<file path="config.mk">
export PLATFORM = sky130hd
export DESIGN_NAME = rr_arbiter_16
export DESIGN_NICKNAME = d
export VERILOG_FILES = /design/src/rtl/rr_arbiter_16_pkg.sv /design/src/rtl/rr_arbiter_16_pick.sv /design/src/rtl/rr_arbiter_16.sv
export SDC_FILE = /design/constraint.sdc
export NUM_CORES = 1
export LEC_CHECK = 0
export CAP_MARGIN = 20
export CORE_MARGIN = 10
export CORE_UTILIZATION = 40
export CTS_CLUSTER_SIZE = 20
export DETAILED_ROUTE_END_ITERATION = 12
export GPL_TIMING_DRIVEN = 0
export SYNTH_ARGS = -nofsm -noshare
export SYNTH_HDL_FRONTEND = slang
export SYNTH_SLANG_ARGS = --single-unit
</file>
<file path="constraint.sdc">
create_clock -name clk -period 7.15 [get_ports clk]
set_clock_uncertainty 0.1 [all_clocks]
set_input_delay 1.0725 -clock clk [delete_from_list [all_inputs] [get_ports clk]]
set_output_delay 1.0725 -clock clk [all_outputs]
set_load 0.05 [all_outputs]
</file>
<file path="src/rtl/rr_arbiter_16_pkg.sv">
// Shared types and constants for the 16-way round-robin arbiter.
package rr_arbiter_16_pkg;

  localparam int N_REQ  = 16;
  localparam int IDX_W  = 4;
  localparam int HOLD_W = 8;

  typedef enum logic {
    IDLE  = 1'b0,
    GRANT = 1'b1
  } state_e;

  function automatic logic [N_REQ-1:0] idx_to_onehot(input logic [IDX_W-1:0] idx);
    idx_to_onehot      = '0;
    idx_to_onehot[idx] = 1'b1;
  endfunction

endpackage

</file>
<file path="src/rtl/rr_arbiter_16_pick.sv">
// Combinational round-robin picker: first set bit of req & ~excl searching
// upward from last_idx+1 and wrapping, so last_idx itself is examined last.
module rr_pick16
  import rr_arbiter_16_pkg::*;
(
  input  logic [N_REQ-1:0] req,
  input  logic [IDX_W-1:0] last_idx,
  input  logic [N_REQ-1:0] excl,
  output logic [IDX_W-1:0] pick_idx,
  output logic             pick_valid
);

  logic [N_REQ-1:0] masked;
  logic [N_REQ-1:0] rot;
  logic [IDX_W-1:0] start;
  logic [IDX_W-1:0] offset;

  assign masked = req & ~excl;
  assign start  = last_idx + IDX_W'(1);

  // Rotate so bit 0 of rot corresponds to requester start.
  always_comb begin
    rot = '0;
    for (int i = 0; i < N_REQ; i++) begin
      rot[i] = masked[start + IDX_W'(i)];
    end
  end

  always_comb begin
    offset     = '0;
    pick_valid = 1'b0;
    for (int i = N_REQ - 1; i >= 0; i--) begin
      if (rot[i]) begin
        offset     = IDX_W'(i);
        pick_valid = 1'b1;
      end
    end
  end

  assign pick_idx = start + offset;

endmodule

</file>
<file path="src/rtl/rr_arbiter_16.sv">
// 16-way round-robin arbiter with registered one-hot grant and hold-until-release.
// Optional forced release after MAX_HOLD cycles when ARB_TIMEOUT_EN is defined.
module rr_arbiter_16
  import rr_arbiter_16_pkg::*;
#(
  parameter int unsigned MAX_HOLD = 15
) (
  input  logic             clk,
  input  logic             rst_n,
  input  logic             en,
  input  logic [N_REQ-1:0] req,
  input  logic             done,
  output logic [N_REQ-1:0] gnt,
  output logic [IDX_W-1:0] gnt_idx,
  output logic             gnt_valid,
  output logic             timeout
);

  if (MAX_HOLD < 1 || MAX_HOLD > 255) begin : g_bad_max_hold
    $error("MAX_HOLD must be in 1..255");
  end

  state_e           state_q, state_d;
  logic [IDX_W-1:0] gnt_idx_q, gnt_idx_d;
  logic [IDX_W-1:0] last_idx_q, last_idx_d;
  logic [N_REQ-1:0] gnt_q, gnt_d;
  logic [N_REQ-1:0] excl;
  logic [IDX_W-1:0] pick_idx;
  logic             pick_valid;
  logic             release_w;
  logic             hold_expire;
`ifdef ARB_TIMEOUT_EN
  logic [HOLD_W-1:0] hold_q, hold_d;
  logic              timeout_q, timeout_d;
`endif

  rr_pick16 u_pick (
    .req        (req),
    .last_idx   (last_idx_q),
    .excl       (excl),
    .pick_idx   (pick_idx),
    .pick_valid (pick_valid)
  );

  always_comb begin
    state_d     = state_q;
    gnt_idx_d   = gnt_idx_q;
    last_idx_d  = last_idx_q;
    excl        = '0;
    release_w   = 1'b0;
    hold_expire = 1'b0;
`ifdef ARB_TIMEOUT_EN
    hold_d      = hold_q;
    timeout_d   = 1'b0;
    // done on the expiry cycle wins, so no timeout is reported then.
    hold_expire = (hold_q == HOLD_W'(MAX_HOLD)) && !done;
`endif
    case (state_q)
      IDLE: begin
        if (en && pick_valid) begin
          state_d    = GRANT;
          gnt_idx_d  = pick_idx;
          last_idx_d = pick_idx;
`ifdef ARB_TIMEOUT_EN
          hold_d     = HOLD_W'(1);
`endif
        end
      end
      GRANT: begin
        // Excluding the owner lets a competing requester take over directly.
        excl      = idx_to_onehot(gnt_idx_q);
        release_w = done || !req[gnt_idx_q] || hold_expire;
        if (release_w) begin
`ifdef ARB_TIMEOUT_EN
          timeout_d = hold_expire;
          hold_d    = HOLD_W'(1);
`endif
          if (en && pick_valid) begin
            gnt_idx_d  = pick_idx;
            last_idx_d = pick_idx;
          end else if (!(en && req[gnt_idx_q])) begin
            state_d = IDLE;
`ifdef ARB_TIMEOUT_EN
            hold_d  = '0;
`endif
          end
        end else begin
`ifdef ARB_TIMEOUT_EN
          hold_d = hold_q + HOLD_W'(1);
`endif
        end
      end
      default: state_d = IDLE;
    endcase
    gnt_d = (state_d == GRANT) ? idx_to_onehot(gnt_idx_d) : '0;
  end

  always_ff @(posedge clk or negedge rst_n) begin
    if (!rst_n) begin
      state_q    <= IDLE;
      gnt_idx_q  <= '0;
      last_idx_q <= '1;
      gnt_q      <= '0;
    end else begin
      state_q    <= state_d;
      gnt_idx_q  <= gnt_idx_d;
      last_idx_q <= last_idx_d;
      gnt_q      <= gnt_d;
    end
  end

`ifdef ARB_TIMEOUT_EN
  always_ff @(posedge clk or negedge rst_n) begin
    if (!rst_n) begin
      hold_q    <= '0;
      timeout_q <= 1'b0;
    end else begin
      hold_q    <= hold_d;
      timeout_q <= timeout_d;
    end
  end

  assign timeout = timeout_q;
`else
  assign timeout = 1'b0;
`endif

  assign gnt       = gnt_q;
  assign gnt_idx   = gnt_idx_q;
  assign gnt_valid = (state_q == GRANT);

endmodule
</file>
# [After elaboration in Yosys (flattened, before gate mapping)]
# Cells that the tools add are included.
[op_classes] addsub=17 n_lt_le_gt_ge=20 n_eq_ne=1 n_mux=83 bitwise_logic=3 reduce_logical=6
[op_table] op="< comparator 4 x 5 -> 1 bit (second input constant)" count=18
[op_table] op="two-way mux 4 bit" count=20
[op_table] op="binary-select mux 1 bit (select 4 bit)" count=17
[op_table] op="two-way mux 1 bit" count=39
[op_table] op="adder 4 bit (second input constant)" count=8
[op_table] op="two-way mux 16 bit" count=2
[op_table] op="adder 4 x 3 -> 4 bit (second input constant)" count=4
[op_table] op="AND 16 bit" count=1
[op_table] op="NOT 16 bit" count=1
[op_table] op="one-hot mux 4 bit (2 select lines)" count=2
[op_table] op="adder 4 x 1 -> 4 bit (second input constant)" count=2
[op_table] op="adder 4 x 2 -> 4 bit (second input constant)" count=2
[op_table] op="demux 1 bit (select 4 bit)" count=2
[op_table] op=">= comparator 4 x 1 -> 1 bit (second input constant)" count=2
[op_table] op="adder 4 bit" count=1
[op_table] op="logical AND 1 bit" count=4
[op_table] op="inequality test 2 x 1 -> 1 bit (second input constant)" count=1
[op_table] op="one-hot mux 1 bit (2 select lines)" count=1
[op_table] op="zero test 1 bit" count=1
[op_table] op="logical OR 1 bit" count=1
[op_table] op="NOT 1 bit" count=1
[word_totals] ff_bits=25 inputBits=20 elab_cells=134

# [Depth between registers and ports, before layout]
[depth] ltp_word=34 mapped_depth=20 depth_no_buf=20

# [Cells and area by module]
# Synthesis repeated with hierarchy kept, for this count alone.
[hier_totals] hier_cells=312 hier_area_um2=2986.6
[by_module_without_submodules] mod="rr_pick16" instances=1 cells_each=173 area_each_um2=1607.8 seq_area_each_um2=0.0
[by_module_without_submodules] mod="rr_arbiter_16" instances=1 cells_each=139 area_each_um2=1378.8 seq_area_each_um2=630.6

# [Worst setup path before layout]
# Ideal clock, no wire load.
[synth_path] kind="reg2reg" from="reg last_idx_q[2]" to="reg gnt_q[6] (netlist: gnt[6])" arrival_ns=4.790 slack_ns=2.159 stages_incl_launch_ff=19 n_path_buf=1 synth_period_minus_slack_ns=4.991 path_cell_list="dfstp_2 > clkbuf_1 > xnor2_2 > clkinv_1 > ha_1 > mux2i_1 > xor2_1 > mux4_2 > o31ai_1 > nand3_1 > a31oi_1 > ha_1 > a21o_1 > a21oi_1 > xor2_1 > or3_1 > o221ai_4 > inv_2 > nor4_1"
[synth_via] elab_chain_len=29
[synth_rtl] element="start, declared" line_no="rr_arbiter_16.sv:25" rtl="logic [IDX_W-1:0] last_idx_q, last_idx_d;"
[synth_rtl] element="start signal, assigned" line_no="rr_arbiter_16.sv:107" rtl="last_idx_q <= last_idx_d;"
[synth_rtl] element="adder 4 x 1 -> 4 bit *" line_no="rr_arbiter_16_pick.sv:19" rtl="assign start = last_idx + IDX_W'(1);"
[synth_rtl] element="adder 4 bit" line_no="rr_arbiter_16_pick.sv:25" rtl="rot[i] = masked[start + IDX_W'(i)];"
[synth_rtl] element="binary-select mux 1 bit (select 4 bit)" line_no="rr_arbiter_16_pick.sv:25"
[synth_rtl] element="two-way mux 1 bit (not written as such)" line_no="rr_arbiter_16_pick.sv:25"
[synth_rtl] element="two-way mux 4 bit or two-way mux 1 bit (tied branches) (16 in a row)" line_no="rr_arbiter_16_pick.sv:33" rtl="if (rot[i]) begin"
[synth_rtl] element="adder 4 bit or logical AND 1 bit (tied branches)" line_no="rr_arbiter_16_pick.sv:40, rr_arbiter_16.sv:60, rr_arbiter_16.sv:78"
[synth_rtl] element="two-way mux 4 bit *" line_no="rr_arbiter_16.sv:60, rr_arbiter_16.sv:78"
[synth_rtl] element="two-way mux 4 bit" line_no="rr_arbiter_16.sv:73" rtl="if (release_w) begin"
[synth_rtl] element="one-hot mux 4 bit (2 select lines) *" line_no="rr_arbiter_16.sv:58" rtl="case (state_q)"
[synth_rtl] element="named net gnt_idx_d[3]" line_no="rr_arbiter_16.sv:24" rtl="logic [IDX_W-1:0] gnt_idx_q, gnt_idx_d;"
[synth_rtl] element="< comparator 4 x 5 -> 1 bit (not written as such) or >= comparator 4 x 1 -> 1 bit (tied branches)" line_no="rr_arbiter_16_pkg.sv:15" rtl="idx_to_onehot[idx] = 1'b1;"
[synth_rtl] element="logical AND 1 bit (not written as such)" line_no="rr_arbiter_16_pkg.sv:15"
[synth_rtl] element="two-way mux 1 bit (not written as such)" line_no="rr_arbiter_16_pkg.sv:15"
[synth_rtl] element="demux 1 bit (select 4 bit) *" line_no="rr_arbiter_16_pkg.sv:15"
[synth_rtl] element="two-way mux 16 bit *" line_no="rr_arbiter_16.sv:95" rtl="gnt_d = (state_d == GRANT) ? idx_to_onehot(gnt_idx_d) : '0;"
[synth_rtl] element="named net gnt_d[6]" line_no="rr_arbiter_16.sv:26" rtl="logic [N_REQ-1:0] gnt_q, gnt_d;"
[synth_rtl] element="end signal, assigned" line_no="rr_arbiter_16.sv:108" rtl="gnt_q <= gnt_d;"
[synth_rtl] element="end, declared" line_no="rr_arbiter_16.sv:26"
# Mark *: on every way through the listed nets, which the timed path passes. The rest lies on a longest branch. The select of a mux whose other input is x is not followed.
# A chain may end at the register's enable or synchronous reset.

# [Final worst setup path]
[layout_path] from="reg last_idx_q[2]" to="reg gnt_q[1] (netlist: gnt[1])"
# The elaborated chain is that of the path after synthesis.

==> metrics.md <==
| Metric | Value |
|---|---|
| CP Class | reg -> reg |
| Synth Area in Compound Gates | 18.0% |
| CTS Hold Bufs | 0 |
| Share of cells above drive strength 1 | 23.2% |
| Hold crit path type | reg -> reg |
| Die Y-Extent | 106 µm |
| Depth of the CTS H-tree | 1 |
| Starting DRT DRC Count | 173 |
| Unrepaired setup endpoints after global routing | false |
| Area grow syn2layout | 20.5% |
| Setup crit start kind | register |
| Boundary pin count | 42 |
| Synth Net Count | 300 |
| Min cycle time layout | 5.82 ns |
| Tcrit/Tclk final | 81.4% |
| Most common cell in the synthesized netlist | mux4_2 |
| Post-synth EDFFs | 0 |
| GR Overflow Total | 0 |
| Sequence of cells on the critical path | clkbuf_1, xnor2_2, clkinv_1, ha_1, mux2i_1, xor2_1, mux4_2, o31ai_1, nand3_1, a31oi_1, ha_1, a21o_1, a21oi_1, xor2_1, or3_1, o221ai_4, inv_2, nor4_1 |
| CTS Buf Count | 3 |
| Post-Synth Adder-Cell Area | 4.52% |
| Post-Synth XOR/XNOR Area | 2.35% |
| Initial Utilization | 40.9% |
| Cell type with the largest total area after synthesis | mux4_2 |
| Total Routing Usage GR | 14.6% |
| First-pass GRT wire length | 13.7 mm |
| Worst EP required | 7.22 ns |
| Reg2reg path depth | 18 |
| WL/cell | 19.9 µm |
| Nets | 346 |
| Top_reg_cell synth | dfrtp_1 |
| DRT Pass-1 Iters | 5 |
| Worst EP arrival | 5.89 ns |
| Setup tns final | 0 ns |
| Post-CTS Setup Inserts | 0 |
| Least-Margin Pin Slew | 0.708 ns |
| Via/cell ratio | 6.25 |
| Cts repair resizes | 0 |
| ANT cells | 0 |
| Cells after Synth | 270 |
| Mapped Area | 0.00293 mm² |
| Vias in the first global route | 2585 |
| Fmax | 0.172 GHz |
| Simple logic cell fraction of the synthesized area | 18.7% |
| Synth warn | 0 |
| Count of cell types in the netlist | 69 |
| Final Hold Viols | 0 |
| Yosys top cell area share | 24.6% |
| Slowest CP cell | mux4_2 |
| Routability cong. | 0.859 |
| CTS tree | yes |
| Top cells by count, synth | 32 x mux4_2, 21 x dfrtp_1, 18 x nand2_1, 18 x o21ai_0, 17 x nor4_1 |
| Clk slew on worst S/H paths | 0.09 ns |
| PortBufs | 40 |
| Avg Cell Area, Syn | 10.9 µm² |
| Dpl hpwl | 6.73 mm |
| Initial antenna violation count | 0 |
| DR vias | 2588 |
| Synth area leaders | mux4_2 25%, dfrtp_1 18%, o21a_1 4.1%, ha_1 3.8%, nor4_1 3.6% |
| Fillcell total | 675 |
| Die Area | 0.0112 mm² |
| CTS root buffer | clkbuf_8 |
| Sink Count | 25 |
| Ys async rst share | 100% |
| Final Setup Violations | 0 |
| Die width | 106 µm |
| Final ANT Viol Nets | 0 |
| DRC Markers | 0 |
| CTS max path bufs | 2 |
| Mux contribution to synthesized area | 31.2% |
| Sequential fraction of the synthesis area | 21.5% |
| Clock insertion delay at the later pin of the skew report | 0.27 ns |
| FF+latch count, synth | 25 |
| # Max-Cap Violations | 0 |
| Main combinational cell family by area after synthesis | multiplexers |
| FP Rows | 31 |
| Rel. slew slack | 52.8% |
| CP peak stage delay | 0.66 ns |
| Largest net degree at the start of global routing | 22 |
| Worst hold stages | 2 |
| Worst setup EP type | register |
| Largest fanout on the critical path | 9 |
| Routed wire length | 8.24 mm |
| Max Slew Vio Count | 0 |
| Run status | finished clean |
| CORE AREA | 0.00718 mm² |
## cell type report
type / count / area (µm²) / area share (%)
multi-input cells: 224 / 2190 / 62.1
flip-flops and latches: 25 / 631 / 17.8
repair buffers: 41 / 428 / 12.1
well taps: 99 / 124 / 3.51
plain buffers: 12 / 70.1 / 1.98
clock buffers: 3 / 41.3 / 1.17
inverters: 9 / 36.3 / 1.03
clock inverters: 1 / 8.76 / 0.248
## path summary, 6_finish.rpt
check	startpoint	to	slack (ns)
worst max-delay path	last_idx_q[2]	gnt[1]	1.33
worst min-delay path	last_idx_q[1]	last_idx_q[1]	0.39
worst max register to register	last_idx_q[2]	gnt[1]	1.33
worst min register to register	last_idx_q[1]	last_idx_q[1]	0.39
max in group asynchronous	rst_n	gnt_idx[1]	5.58
min in group asynchronous	rst_n	gnt[13]	1.24
## layout by cell type, fill, tap and decap left out, drive strengths merged, types with 6 or more instances in the layout
master         synthesis  routed
o21ai                 22      22
dfrtp                 21      21
clkdlybuf4s50          0      40
o21a                  16      16
mux4                  35      35
nand3                  6       6
nor2b                  7       7
nor2                  10      10
a21oi                  6       6
nand2                 18      18
nor4                  17      17
inv                    7       8
ha                     9       9
mux2i                  8       8
nor3                  10      10
buf                   10      11
## state kept, by name, indices dropped and copies added (netlist names)
name and count:
gnt_valid 1, gnt_idx 4, gnt 16, last_idx_q 4
## worst max-delay path: cells and delay by family (launching register included)
family          cells  cell delay, ns
mux                 2            0.89
compound gates      5            1.10
buf+inv             3            0.95
simple gates        3            0.77
flops               1            0.54
fa+ha+maj           2            0.64
xor+xnor            3            0.69
## kinds of logic (layout without fill, tap and decap cells)
group                    Yosys count  count (layout)
XOR/XNOR                           7               7
multiplexers                      45              45
other                              1               1
AO/OA/AOI/OAI                     70              70
AND/OR/NAND/NOR                   91              91
flip-flops                        25              25
adder cells (fa/ha/maj)           10              10
buffers and inverters             21              66
## layer usage
metal | share of wire (%) | GRT usage, % | wire, µm
met1 | 43 | 19.4 | 3510
met2 | 50 | 24.3 | 4100
met3 | 6.5 | 2.86 | 538
met4 | 1.1 | 2.61 | 91
met5 | 0 | 0 | 0
## per-stage QoR
stage	worst slack [ns]	hold slack, ns	area [µm²]	cells	util, %
finish	1.33	0.394	3530	414	49.2
detailed placement	1.29	0.380	3480	410	48.5
global route	0.863	0.407	3530	414	49.2
global placement	1.30	0.378	3460	409	48.2
floorplan	2.16	0.351	2930	270	-
CTS	1.35	0.393	3530	414	49.2
Power is not shown: default switching activity piles up to over one toggle a cycle in this logic, so the estimate is an artifact.
